**src/rtl/enable_pulse_gen.sv**
```systemverilog
// Free-running modulo-2^BIT_SIZE counter with a one-cycle enable strobe at count zero.
// Serves as a tick source for slower logic in the same clock domain.
module enable_pulse_gen #(
    parameter int BIT_SIZE = 3
) (
    input  logic                clk,
    input  logic                i_rst_n,
    input  logic                i_sclr,
    output logic                o_en,
    output logic [BIT_SIZE-1:0] o_cnt
);

    logic [BIT_SIZE-1:0] r_cnt;
    logic [BIT_SIZE-1:0] w_cnt_next;

    // Clear wins over increment; the increment wraps naturally at 2^BIT_SIZE.
    always_comb begin
        w_cnt_next = r_cnt + 1'b1;
        if (i_sclr) begin
            w_cnt_next = '0;
        end
    end

    always_ff @(posedge clk or negedge i_rst_n) begin
        if (!i_rst_n) begin
            r_cnt <= '0;
        end else begin
            r_cnt <= w_cnt_next;
        end
    end

    // Decoded straight from the register, so the strobe has no extra latency.
    assign o_en  = (r_cnt == '0);
    assign o_cnt = r_cnt;

endmodule

```
**config.mk**
```make
export PLATFORM = sky130hd
export DESIGN_NAME = enable_pulse_gen
export DESIGN_NICKNAME = d
export VERILOG_FILES = /design/src/rtl/enable_pulse_gen.sv
export SDC_FILE = /design/constraint.sdc
export NUM_CORES = 1
export LEC_CHECK = 0
export BUFFER_PORTS_ARGS = -buffer_cell sky130_fd_sc_hd__clkbuf_2
export CAP_MARGIN = 20
export CELL_PAD_IN_SITES_DETAIL_PLACEMENT = 0
export CELL_PAD_IN_SITES_GLOBAL_PLACEMENT = 2
export CORE_AREA = 2 2 39 41
export CTS_CLUSTER_DIAMETER = 200
export CTS_CLUSTER_SIZE = 28
export DETAILED_ROUTE_END_ITERATION = 10
export DIE_AREA = 0 0 41 43
export PLACE_DENSITY_LB_ADDON = 0.1
export SLEW_MARGIN = 40
export SYNTH_ARGS = -nofsm -noshare
export SYNTH_HDL_FRONTEND = slang
export SYNTH_SLANG_ARGS = --single-unit
```
**constraint.sdc**
```tcl
create_clock -name clk -period 1.3 [get_ports clk]
set_input_delay 0.325 -clock clk [delete_from_list [all_inputs] [get_ports clk]]
set_output_delay 0.325 -clock clk [all_outputs]
set_load 0.02 [all_outputs]
```
==> metrics.yaml <==
cells_and_area:
  multi_input_area_um2: 58.8
  nFillCells: 163
  layout.nets: 31
  area_growth_pct: 82.0
  drive_gt1_share_pct: 52.0
  antenna_cells: 0
  largest_reg_flops: 3
  ff_latch_area_um2: 75.1
  final_core_util_pct: 18.3
sta:
  clock.fmax_mhz: 709
  finalSetupViolCount: 1
  finalClockSkew_ns: 0.00502
  min_period_over_period_pct: 109
  rsz0062_at_grt: "yes"
  relSlewSlack_pct: 90.8
  fin_ws_ns: -0.111
  final-hold-violation-count: 0
  worstMarginPinSlew_ns: 0.137
  min_period_ns: 1.41
  drv_slew: 0
yosys:
  synth_top_area_share_pct: 54.1
  synth_flop_cell: "dfrtp_1"
  async_flop_share_pct: 100
  synth_compound_area_share_pct: 0
  synth_common_cells: "3 x dfrtp_1, 2 x ha_1, 2 x inv_1, 2 x nor2_1"
  ys_seq_area_share_pct: 54.1
  synth.avg_cell_area_um2: 11.6
  synth_nets: 17
  synth.cell_area_um2: 139
  synth_edf_count: 0
  yosys_warnings: 0
  synth-simple-area-share_pct: 16.2
  netlist_instances: 12
  yosysUniqueCellTypes: 7
  synthAdderAreaFrac_pct: 18.0
  synth_xor_area_share_pct: 6.31
  synth_top_family_by_area: "adder cells"
  synth_mux_area_share_pct: 0
  synth.most_common_cell: "dfrtp_1"
  synth_area_leaders: "dfrtp_1 54%, ha_1 18%, and2b_2 6.3%"
  synth_largest_area_cell: "dfrtp_1"
  synth.ff_latch_count: 3
power:
  power_density_nw_per_um2: 1350
  ir_drop_mv: 0.360
  leakage_nw: 0.130
setup_path:
  endpoint_kind: "primary output"
  startpoint_type: "flop"
  worstPathCellList: "inv_1, ha_2, and2b_2, buf_8"
  r2r_start: "o_cnt[0]$_DFF_PN0_"
  reg2regPathDepth: 4
  cp_max_fo: 2
  slowest_delay_ns: 0.33
  required_ns: 0.98
  crit_buf_inv: 2
  crit_cells: 4
  worstPathArrival_ns: 1.09
  crit_type: "reg -> out"
  worst_path_max_delay_cell: "dfrtp_1"
  crit_start: "o_cnt[0]$_DFF_PN0_"
  crit_family: "flip-flops"
grt:
  grt_max_degree: 4
  grt_pass1_vias: 127
  overflow: 0
  grtUsageTotal_pct: 4.52
  grt_antenna_before_repair: 0
  grt_first_pass_wirelength_um: 489
drt:
  ant_nets: 0
  vias: 119
  wirelength_um: 281
  drtIter0Drc: 0
  drc: 0
  drt-wirelength-per-cell_um: 6.85
  via_per_inst: 2.90
  drtPass1Iterations: 1
clocking:
  insertion_delay_ns: 0.23
  root_buffer: "clkbuf_4"
  cts_max_path_buffers: 2
  cts_made_buffers: 3
  htree_levels: 1
  cts_tree: "done"
  path_clk_slew_ns: 0.04
  cts.sinks: 3
worst_hold_path:
  hold_depth: 2
  hold_start: "i_sclr"
  holdCritPathClass: "in -> reg"
run_status:
  violations: "negative setup slack"
  status: "finished, violations left"
die:
  initial_core_util_pct: 10.0
  core-area_um2: 1380
  pin_count: 7
  die_x_um: 41
  die_area_um2: 1760
  die_y_um: 43
  placementRows: 14
placed_design:
  gp_congestion: 0.585
  place_ws_ns: 0.0580
  port_buffers: 6
run:
  drv_cap: 0
## through the flow
step | hold WS [ns] | total power [W] | cell area (µm²) | setup TNS, ns | std cells
CTS | 0.283 | 0.000347 | 251 | -0.139 | 41
detailed placement | 0.128 | 0.000166 | 196 | 0 | 35
global route | 0.287 | 0.000369 | 253 | -0.178 | 41
finish | 0.286 | 0.000341 | 253 | -0.111 | 41
floorplan | 0.0294 | 0.000141 | 139 | 0 | 12
global placement | 0.126 | 0.000167 | 196 | 0 | 35
## worst paths after layout
check	to	slack, ns
max reg2reg	o_cnt[2]$_DFF_PN0_	0.29
min	o_cnt[1]$_DFF_PN0_	0.29
max in group asynchronous	o_cnt[0]$_DFF_PN0_	0.76
min in group asynchronous	o_cnt[1]$_DFF_PN0_	0.43
min reg2reg	o_cnt[0]$_DFF_PN0_	0.53
max	o_en	-0.11
## per-layer routing
layer	vias up	wire, µm	global-route usage [%]
li1	60	-	-
met1	54	102	5.16
met2	5	138	5.00
met3	0	40	3.66
met4	0	0	4.00
met5	-	0	0
## cell usage in the layout (no fill, tap or decap)
master         n
clkbuf_4       3
clkbuf_2       5
nor2b_1        1
xnor2_1        1
inv_1          2
clkbuf_1       1
dlygate4sd3_1  1
and2b_2        1
buf_8          1
buf_4          2
dfrtp_1        3
nor2_1         2
ha_2           1
ha_1           1
## where the power goes
group / total, W / internal [W] / switching, W
Clock: 0.000160 / 0.000115 / 0.0000452
Sequential: 0.000105 / 0.000101 / 0.00000375
Combinational: 0.0000761 / 0.0000396 / 0.0000365
## kinds of logic (layout without fill, tap and decap cells)
| kind of cell | Yosys count | count (layout) |
|---|---|---|
| fa+ha+maj | 2 | 2 |
| simple gates | 4 | 4 |
| xor+xnor | 1 | 1 |
| flops | 3 | 3 |
| buf+inv | 2 | 15 |
## what timing repair did
item / in CTS / in global routing
buffers inserted: 1 / 0
setup endpoints to repair: 1 / 1
pin swaps: 0 / 0
hold endpoints to repair: 3 / 0
hold buffers: 1 / 0
resized for setup: 3 / 1
## cell type report
class / instances / share of cell area (%)
clock buffer: 4 / 10.4
inverter: 2 / 2.97
multi-input combinational: 7 / 23.3
sequential: 3 / 29.7
tap: 16 / 7.92
timing repair buffer: 9 / 25.7
Power figures use the tool's default switching activity.
